`src/rtl/pipelined_control_unit_if.sv`:
```
// Control-unit port bundle: ID-stage decode inputs and per-stage control outputs.
// master = datapath side (drives ID fields), slave = control unit.
interface pipelined_control_unit_if #(
    parameter int unsigned REG_ADDR_W = 5
);
    logic [6:0]            opcode;
    logic [6:0]            funct7;
    logic [REG_ADDR_W-1:0] id_rs1;
    logic [REG_ADDR_W-1:0] id_rs2;
    logic [REG_ADDR_W-1:0] id_rd;
    logic                  branch_taken;

    logic       pc_write;
    logic       if_id_write;
    logic       if_flush;
    logic       branch;
    logic       jump;
    logic [1:0] ex_alu_op;
    logic       ex_alu_src;
    logic       ex_mem_read;
    logic       ex_mem_write;
    logic       ex_mem_2_reg;
    logic       ex_reg_write;
    logic       mem_mem_read;
    logic       mem_mem_write;
    logic       mem_mem_2_reg;
    logic       mem_reg_write;
    logic       wb_mem_2_reg;
    logic       wb_reg_write;
    logic       mul_busy;

    modport master (
        output opcode, funct7, id_rs1, id_rs2, id_rd, branch_taken,
        input  pc_write, if_id_write, if_flush, branch, jump,
        input  ex_alu_op, ex_alu_src, ex_mem_read, ex_mem_write, ex_mem_2_reg, ex_reg_write,
        input  mem_mem_read, mem_mem_write, mem_mem_2_reg, mem_reg_write,
        input  wb_mem_2_reg, wb_reg_write, mul_busy
    );

    modport slave (
        input  opcode, funct7, id_rs1, id_rs2, id_rd, branch_taken,
        output pc_write, if_id_write, if_flush, branch, jump,
        output ex_alu_op, ex_alu_src, ex_mem_read, ex_mem_write, ex_mem_2_reg, ex_reg_write,
        output mem_mem_read, mem_mem_write, mem_mem_2_reg, mem_reg_write,
        output wb_mem_2_reg, wb_reg_write, mul_busy
    );
endinterface

```
`src/rtl/pipelined_control_unit.sv`:
```
// Purpose: ID decode + ID/EX, EX/MEM, MEM/WB control registers + hazard/flush/MUL-hold logic (MUL via PIPELINED_CONTROL_UNIT_MUL_EN).
// Latency: decode reaches ex_* 1 cycle later, mem_* 2, wb_* 3; branch/jump/pc_write/if_flush are combinational.
// Backpressure: load-use/branch-operand stalls and MUL occupancy deassert pc_write/if_id_write; EX gets a bubble (stall) or holds (MUL).
module pipelined_control_unit #(
    parameter int unsigned MUL_LATENCY = 3,
    parameter int unsigned REG_ADDR_W  = 5
) (
    input  logic                   clk,
    input  logic                   arst,
    pipelined_control_unit_if.slave cu
);
    localparam logic [6:0] OPC_R    = 7'b0110011;
    localparam logic [6:0] OPC_I    = 7'b0010011;
    localparam logic [6:0] OPC_LD   = 7'b0000011;
    localparam logic [6:0] OPC_ST   = 7'b0100011;
    localparam logic [6:0] OPC_BR   = 7'b1100011;
    localparam logic [6:0] OPC_JAL  = 7'b1101111;
    localparam logic [6:0] F7_MUL   = 7'b0000001;

    if (MUL_LATENCY < 1) begin : g_lat_chk
        $error("MUL_LATENCY must be at least 1");
    end

    typedef struct packed {
        logic [1:0] alu_op;
        logic       alu_src;
        logic       mem_read;
        logic       mem_write;
        logic       mem_2_reg;
        logic       reg_write;
    } ex_ctl_t;

    typedef struct packed {
        logic mem_read;
        logic mem_write;
        logic mem_2_reg;
        logic reg_write;
    } mem_ctl_t;

    typedef struct packed {
        logic mem_2_reg;
        logic reg_write;
    } wb_ctl_t;

    ex_ctl_t               dec;
    logic                  dec_branch;
    logic                  dec_jump;
    logic                  use_rs1;
    logic                  use_rs2;
    ex_ctl_t               ex_q;
    mem_ctl_t              mem_q;
    wb_ctl_t               wb_q;
    logic [REG_ADDR_W-1:0] ex_rd;
    logic [REG_ADDR_W-1:0] mem_rd;
    logic                  ex_hit;
    logic                  mem_hit;
    logic                  hazard_stall;
    logic                  mul_hold;

    always_comb begin
        dec        = '0;
        dec_branch = 1'b0;
        dec_jump   = 1'b0;
        use_rs1    = 1'b0;
        use_rs2    = 1'b0;
        case (cu.opcode)
            OPC_R: begin
                dec.reg_write = 1'b1;
                dec.alu_op    = 2'b10;
                use_rs1       = 1'b1;
                use_rs2       = 1'b1;
`ifdef PIPELINED_CONTROL_UNIT_MUL_EN
                if (cu.funct7 == F7_MUL) dec.alu_op = 2'b11;
`endif
            end
            OPC_I: begin
                dec.alu_src   = 1'b1;
                dec.reg_write = 1'b1;
                use_rs1       = 1'b1;
            end
            OPC_LD: begin
                dec.alu_src   = 1'b1;
                dec.mem_read  = 1'b1;
                dec.mem_2_reg = 1'b1;
                dec.reg_write = 1'b1;
                use_rs1       = 1'b1;
            end
            OPC_ST: begin
                dec.alu_src   = 1'b1;
                dec.mem_write = 1'b1;
                use_rs1       = 1'b1;
                use_rs2       = 1'b1;
            end
            OPC_BR: begin
                dec.alu_op = 2'b01;
                dec_branch = 1'b1;
                use_rs1    = 1'b1;
                use_rs2    = 1'b1;
            end
            OPC_JAL: dec_jump = 1'b1;
            default: ;
        endcase
    end

    // ex_rd/mem_rd are zeroed for non-writers, so x0 and stores/branches never match.
    always_comb begin
        ex_hit  = (ex_rd != '0) &&
                  ((use_rs1 && (ex_rd == cu.id_rs1)) || (use_rs2 && (ex_rd == cu.id_rs2)));
        mem_hit = (mem_rd != '0) &&
                  ((use_rs1 && (mem_rd == cu.id_rs1)) || (use_rs2 && (mem_rd == cu.id_rs2)));
        hazard_stall = (ex_q.mem_read && ex_hit)
                     || (dec_branch && ex_q.reg_write && ex_hit)
                     || (dec_branch && mem_q.mem_read && mem_hit);
    end

`ifdef PIPELINED_CONTROL_UNIT_MUL_EN
    localparam int unsigned        CNT_W    = (MUL_LATENCY > 1) ? $clog2(MUL_LATENCY) : 1;
    localparam logic [CNT_W-1:0]   MUL_LOAD = CNT_W'(MUL_LATENCY - 1);

    typedef enum logic { MUL_IDLE, MUL_BUSY } mul_state_e;

    logic [CNT_W-1:0] mul_cnt;
    logic [CNT_W-1:0] mul_cnt_nxt;
    mul_state_e       mul_state;

    assign mul_state = (mul_cnt != '0) ? MUL_BUSY : MUL_IDLE;
    assign mul_hold  = (mul_state == MUL_BUSY);

    always_ff @(posedge clk or posedge arst) begin
        if (arst) mul_cnt <= '0;
        else      mul_cnt <= mul_cnt_nxt;
    end

    always_comb begin
        mul_cnt_nxt = mul_cnt;
        if (mul_hold)
            mul_cnt_nxt = mul_cnt - CNT_W'(1);
        else if (!hazard_stall && (dec.alu_op == 2'b11))
            mul_cnt_nxt = MUL_LOAD;
    end
`else
    assign mul_hold = 1'b0;
`endif

    always_ff @(posedge clk or posedge arst) begin
        if (arst) begin
            ex_q   <= '0;
            ex_rd  <= '0;
            mem_q  <= '0;
            mem_rd <= '0;
            wb_q   <= '0;
        end else begin
            wb_q.mem_2_reg <= mem_q.mem_2_reg;
            wb_q.reg_write <= mem_q.reg_write;
            if (mul_hold) begin
                mem_q  <= '0;
                mem_rd <= '0;
            end else begin
                mem_q.mem_read  <= ex_q.mem_read;
                mem_q.mem_write <= ex_q.mem_write;
                mem_q.mem_2_reg <= ex_q.mem_2_reg;
                mem_q.reg_write <= ex_q.reg_write;
                mem_rd          <= ex_rd;
            end
            // A MUL hold freezes EX outright; any pending hazard is re-checked after release.
            if (!mul_hold) begin
                if (hazard_stall) begin
                    ex_q  <= '0;
                    ex_rd <= '0;
                end else begin
                    ex_q  <= dec;
                    ex_rd <= dec.reg_write ? cu.id_rd : '0;
                end
            end
        end
    end

    assign cu.pc_write      = ~(mul_hold | hazard_stall);
    assign cu.if_id_write   = ~(mul_hold | hazard_stall);
    assign cu.if_flush      = (dec_jump | (dec_branch & cu.branch_taken)) & ~hazard_stall & ~mul_hold;
    assign cu.branch        = dec_branch;
    assign cu.jump          = dec_jump;
    assign cu.mul_busy      = mul_hold;
    assign cu.ex_alu_op     = ex_q.alu_op;
    assign cu.ex_alu_src    = ex_q.alu_src;
    assign cu.ex_mem_read   = ex_q.mem_read;
    assign cu.ex_mem_write  = ex_q.mem_write;
    assign cu.ex_mem_2_reg  = ex_q.mem_2_reg;
    assign cu.ex_reg_write  = ex_q.reg_write;
    assign cu.mem_mem_read  = mem_q.mem_read;
    assign cu.mem_mem_write = mem_q.mem_write;
    assign cu.mem_mem_2_reg = mem_q.mem_2_reg;
    assign cu.mem_reg_write = mem_q.reg_write;
    assign cu.wb_mem_2_reg  = wb_q.mem_2_reg;
    assign cu.wb_reg_write  = wb_q.reg_write;

endmodule

```
`src/flat_wrapper.sv`:
```
// flat-port wrapper written by rule: the top's interface ports become plain ports
module pipelined_control_unit_flat 
#(
    parameter int unsigned MUL_LATENCY = 3,
    parameter int unsigned REG_ADDR_W  = 5
)
  (clk, arst, cu_opcode, cu_funct7, cu_id_rs1, cu_id_rs2, cu_id_rd, cu_branch_taken, cu_pc_write, cu_if_id_write, cu_if_flush, cu_branch, cu_jump, cu_ex_alu_op, cu_ex_alu_src, cu_ex_mem_read, cu_ex_mem_write, cu_ex_mem_2_reg, cu_ex_reg_write, cu_mem_mem_read, cu_mem_mem_write, cu_mem_mem_2_reg, cu_mem_reg_write, cu_wb_mem_2_reg, cu_wb_reg_write, cu_mul_busy);
  pipelined_control_unit_if #(.REG_ADDR_W(REG_ADDR_W)) cu_i ();
  input  logic clk;
  input  logic arst;
  input wire logic [$bits(cu_i.opcode)-1:0] cu_opcode;
  input wire logic [$bits(cu_i.funct7)-1:0] cu_funct7;
  input wire logic [$bits(cu_i.id_rs1)-1:0] cu_id_rs1;
  input wire logic [$bits(cu_i.id_rs2)-1:0] cu_id_rs2;
  input wire logic [$bits(cu_i.id_rd)-1:0] cu_id_rd;
  input wire logic [$bits(cu_i.branch_taken)-1:0] cu_branch_taken;
  output wire logic [$bits(cu_i.pc_write)-1:0] cu_pc_write;
  output wire logic [$bits(cu_i.if_id_write)-1:0] cu_if_id_write;
  output wire logic [$bits(cu_i.if_flush)-1:0] cu_if_flush;
  output wire logic [$bits(cu_i.branch)-1:0] cu_branch;
  output wire logic [$bits(cu_i.jump)-1:0] cu_jump;
  output wire logic [$bits(cu_i.ex_alu_op)-1:0] cu_ex_alu_op;
  output wire logic [$bits(cu_i.ex_alu_src)-1:0] cu_ex_alu_src;
  output wire logic [$bits(cu_i.ex_mem_read)-1:0] cu_ex_mem_read;
  output wire logic [$bits(cu_i.ex_mem_write)-1:0] cu_ex_mem_write;
  output wire logic [$bits(cu_i.ex_mem_2_reg)-1:0] cu_ex_mem_2_reg;
  output wire logic [$bits(cu_i.ex_reg_write)-1:0] cu_ex_reg_write;
  output wire logic [$bits(cu_i.mem_mem_read)-1:0] cu_mem_mem_read;
  output wire logic [$bits(cu_i.mem_mem_write)-1:0] cu_mem_mem_write;
  output wire logic [$bits(cu_i.mem_mem_2_reg)-1:0] cu_mem_mem_2_reg;
  output wire logic [$bits(cu_i.mem_reg_write)-1:0] cu_mem_reg_write;
  output wire logic [$bits(cu_i.wb_mem_2_reg)-1:0] cu_wb_mem_2_reg;
  output wire logic [$bits(cu_i.wb_reg_write)-1:0] cu_wb_reg_write;
  output wire logic [$bits(cu_i.mul_busy)-1:0] cu_mul_busy;
  assign cu_i.opcode = cu_opcode;
  assign cu_i.funct7 = cu_funct7;
  assign cu_i.id_rs1 = cu_id_rs1;
  assign cu_i.id_rs2 = cu_id_rs2;
  assign cu_i.id_rd = cu_id_rd;
  assign cu_i.branch_taken = cu_branch_taken;
  assign cu_pc_write = cu_i.pc_write;
  assign cu_if_id_write = cu_i.if_id_write;
  assign cu_if_flush = cu_i.if_flush;
  assign cu_branch = cu_i.branch;
  assign cu_jump = cu_i.jump;
  assign cu_ex_alu_op = cu_i.ex_alu_op;
  assign cu_ex_alu_src = cu_i.ex_alu_src;
  assign cu_ex_mem_read = cu_i.ex_mem_read;
  assign cu_ex_mem_write = cu_i.ex_mem_write;
  assign cu_ex_mem_2_reg = cu_i.ex_mem_2_reg;
  assign cu_ex_reg_write = cu_i.ex_reg_write;
  assign cu_mem_mem_read = cu_i.mem_mem_read;
  assign cu_mem_mem_write = cu_i.mem_mem_write;
  assign cu_mem_mem_2_reg = cu_i.mem_mem_2_reg;
  assign cu_mem_reg_write = cu_i.mem_reg_write;
  assign cu_wb_mem_2_reg = cu_i.wb_mem_2_reg;
  assign cu_wb_reg_write = cu_i.wb_reg_write;
  assign cu_mul_busy = cu_i.mul_busy;
  pipelined_control_unit #(.MUL_LATENCY(MUL_LATENCY), .REG_ADDR_W(REG_ADDR_W)) u_core (.clk(clk), .arst(arst), .cu(cu_i));
endmodule
```
`config.mk`:
```
export PLATFORM = sky130hd
export DESIGN_NAME = pipelined_control_unit_flat
export DESIGN_NICKNAME = d
export VERILOG_FILES = /design/src/rtl/pipelined_control_unit_if.sv /design/src/rtl/pipelined_control_unit.sv /design/src/flat_wrapper.sv
export SDC_FILE = /design/constraint.sdc
export NUM_CORES = 1
export LEC_CHECK = 0
export CAP_MARGIN = 20
export CORE_MARGIN = 5
export CORE_UTILIZATION = 43
export DETAILED_ROUTE_END_ITERATION = 7
export HOLD_SLACK_MARGIN = 0.08
export PLACE_DENSITY_LB_ADDON = 0.12
export SYNTH_ARGS = -nofsm -noshare
export SYNTH_HDL_FRONTEND = slang
export SYNTH_SLANG_ARGS = --single-unit
export TNS_END_PERCENT = 20
```
`constraint.sdc`:
```
create_clock -name clk -period 4.8 [get_ports clk]
set_input_delay 1.44 -clock clk [delete_from_list [all_inputs] [get_ports clk]]
set_output_delay 1.44 -clock clk [all_outputs]
set_load 0.01 [all_outputs]
```
==> results.cfg <==
[yosys]
syn-cell-area_sq_um = 1100
syn-num-nets = 130
syn_avg_cell_area_sq_um = 11.2
yosysTopAreaCell = dfrtp_1
synth_cells = 98
synth.area.top_cells = dfrtp_1 (48%), xnor2_1 (9.6%), xor2_1 (6.4%)
ys_types = 31
synth-seq-cells = 21
yosysTopAreaCellShare = 0.478
yosys_warnings = 0
ys_seq_area_frac = 0.478

[timing]
tightest_slew_ns = 0.770
finalClockSkew_ns = 0.0150
grt_setup_unrepaired = false
min_period_over_period = 0.955
fin_setup_tns_ns = 0
finalHoldViolCount = 0
setup-violations-final = 0
fmax_mhz = 218
period_needed_ns = 4.58
finalMaxSlewViolations = 0
fin_ws_ns = 0.216
relSlewSlack = 0.486

[setup_path]
cp-start-kind = primary input
crit_family = buffers and inverters
critPathCaptureType = output port
worst_path_max_delay_cell = clkdlybuf4s50_1
cp.arrival_ns = 3.14
crit_path_max_incr_delay_ns = 0.51
critical_path_buf_inv_count = 2
endpoint = cu_pc_write
startpoint = cu_id_rs1[2]
regToRegEndpoint = u_core.ex_rd[4]
path_cells = clkdlybuf4s50_1 > xnor2_1 > nand3_1 > a2111oi_2 > o21a_2 > a21oi_1 > dlygate4sd2_1
cp.required_ns = 3.36
regToRegSetupSlack_ns = 3.05
crit_path_max_fanout = 3
r2r_start = u_core.ex_rd[1]
crit_cells = 7
reg2reg_depth = 5
critPathKind = primary input to output port

[cells_and_area]
antenna_cells = 0
drive_gt1_frac = 0.160
finalInstanceArea_sq_um = 1600
nNetsFinal = 177
mostFrequentLayoutCell = clkdlybuf4s50_1
final_util = 0.650
final_cells = 174
fill_cells = 197
syn_to_final_growth_pct = 45.2
layout_common_cells = clkdlybuf4s50_1 (39), dfrtp_1 (21), xnor2_1 (12), nor2_1 (8), xor2_1 (8)

[floorplanning]
io_pins = 51
die_h_um = 60.6
initial_utilization = 0.448
core_area_sq_um = 2450
dieArea_sq_um = 3670
rows = 18
fp.dieW_um = 60.6

[place]
dp_cells = 170
dpl_worst_slack_ns = 0.00135
dp.final_hpwl_mm = 2.09
port_buffers = 42
place_area_sq_um = 1560
gp_congestion = 0.804

[clocking]
cts_buffers = 3
clkSinkCount = 21
clk_pin_slew_ns = 0.10
max-clock-path-buffers = 2
post_cts.repair.setup_buffers = 0
cts_tree = done
hold_buffers = 0
ctsHtreeMaxLevel = 1
insertion_delay_ns = 0.31
clockRootBuffer = clkbuf_4

[detailed_routing]
vias = 879
antenna_left = 0
drt_pre_antenna_iters = 4
viasPerCell = 5.05
wirelength_mm = 2.47
wl_per_cell_um = 14.2
drc_errors = 0
drtIter0Drc = 11

[grt]
grt_max_degree = 22
grt_overflow = 0
grt_pass1_wl_mm = 4.19
antenna_found_initial = 0
grt_use_total = 0.153
grt_pass1_vias = 950

[power_and_ir_drop]
vdd_drop_max_uv = 267
power.density_nw_per_um2 = 197
leakage_nw = 0.669

[min_path]
hold_class = flop to flop

[run]
drv_cap = 0

[run_status]
outcome = finished clean
worst min-delay path by stage:
stage	start	endpoint	slack, ns	cells past startpoint
after global routing	u_core.cu.mem_reg_write	u_core.cu.wb_reg_write	0.41	0
after CTS	u_core.cu.ex_mem_write	u_core.cu.mem_mem_write	0.39	0
final	u_core.cu.mem_reg_write	u_core.cu.wb_reg_write	0.38	0
after detailed placement	u_core.cu.ex_mem_write	u_core.cu.mem_mem_write	0.37	0
after floorplan	u_core.cu.ex_mem_write	u_core.cu.mem_mem_write	0.42	0
after global placement	u_core.cu.mem_reg_write	u_core.cu.wb_reg_write	0.36	0
timing repair:
| item | CTS | global route |
|---|---|---|
| pin swaps | 0 | 1 |
| gates resized for setup | 1 | 3 |
| endpoints found under the setup margin | 1 | 2 |
cells by family after synthesis:
| group | synth area share |
|---|---|
| AND/OR/NAND/NOR | 0.225 |
| XOR/XNOR | 0.159 |
| AO/OA/AOI/OAI | 0.0922 |
| other | 0.00341 |
| buffers and inverters | 0.0421 |
| flip-flops | 0.478 |
per-stage QoR:
stage	hold slack (ns)	power, mW
after floorplan	0.416	0.204
after global placement	0.360	0.234
after detailed placement	0.366	0.235
after CTS	0.390	0.316
after global routing	0.408	0.328
final	0.384	0.315
Yosys cell counts:
cell / n
a2111oi_2: 2
and4bb_1: 1
o21a_2: 1
nor2_1: 8
nand4_1: 1
o21a_1: 1
nand2b_2: 1
a41oi_2: 1
or4_1: 1
nor3b_1: 1
nor2b_2: 1
inv_1: 1
and4b_1: 1
nor3b_2: 3
a211oi_1: 1
buf_4: 5
a21o_1: 1
xor2_1: 8
nor4_1: 1
nor3_1: 3
a21oi_2: 1
nor4b_2: 1
conb_1: 1
dfrtp_1: 21
o21ai_1: 1
a21oi_1: 2
nor4_2: 2
nand3_1: 7
xnor2_1: 12
buf_2: 1
nand2_1: 6
power by group:
group	leakage, nW	internal (mW)	switching, mW
Combinational	0.358	0.0307	0.0217
Sequential	0.292	0.178	0.00130
Clock	0.0177	0.0311	0.0517
Total	0.669	0.240	0.0747
metal layers:
metal	part of all wire	wire length [um]	up-vias	track usage
met5	0	0	-	0
met4	0.0061	15	0	0.0186
met3	0.065	159	2	0.0447
met2	0.53	1300	23	0.287
met1	0.40	991	426	0.176
li1	-	-	428	-
worst register-to-register path: cells and delay by family (launching register included):
| kind | cells | cell delay (ns) |
|---|---|---|
| xor+xnor | 1 | 0.18 |
| compound gates | 1 | 0.45 |
| flops | 1 | 0.44 |
| simple gates | 3 | 0.56 |
area by class of cell:
| cell class | instances | area [sq um] | area share |
|---|---|---|---|
| Multi-Input combinational cell | 70 | 533 | 0.334 |
| Inverter | 1 | 3.75 | 0.00235 |
| Timing Repair Buffer | 48 | 469 | 0.294 |
| Clock inverter | 1 | 5.00 | 0.00313 |
| Clock buffer | 3 | 22.5 | 0.0141 |
| Tap cell | 30 | 37.5 | 0.0235 |
| Sequential cell | 21 | 526 | 0.329 |
No activity file was read; power rests on OpenSTA's default activity.
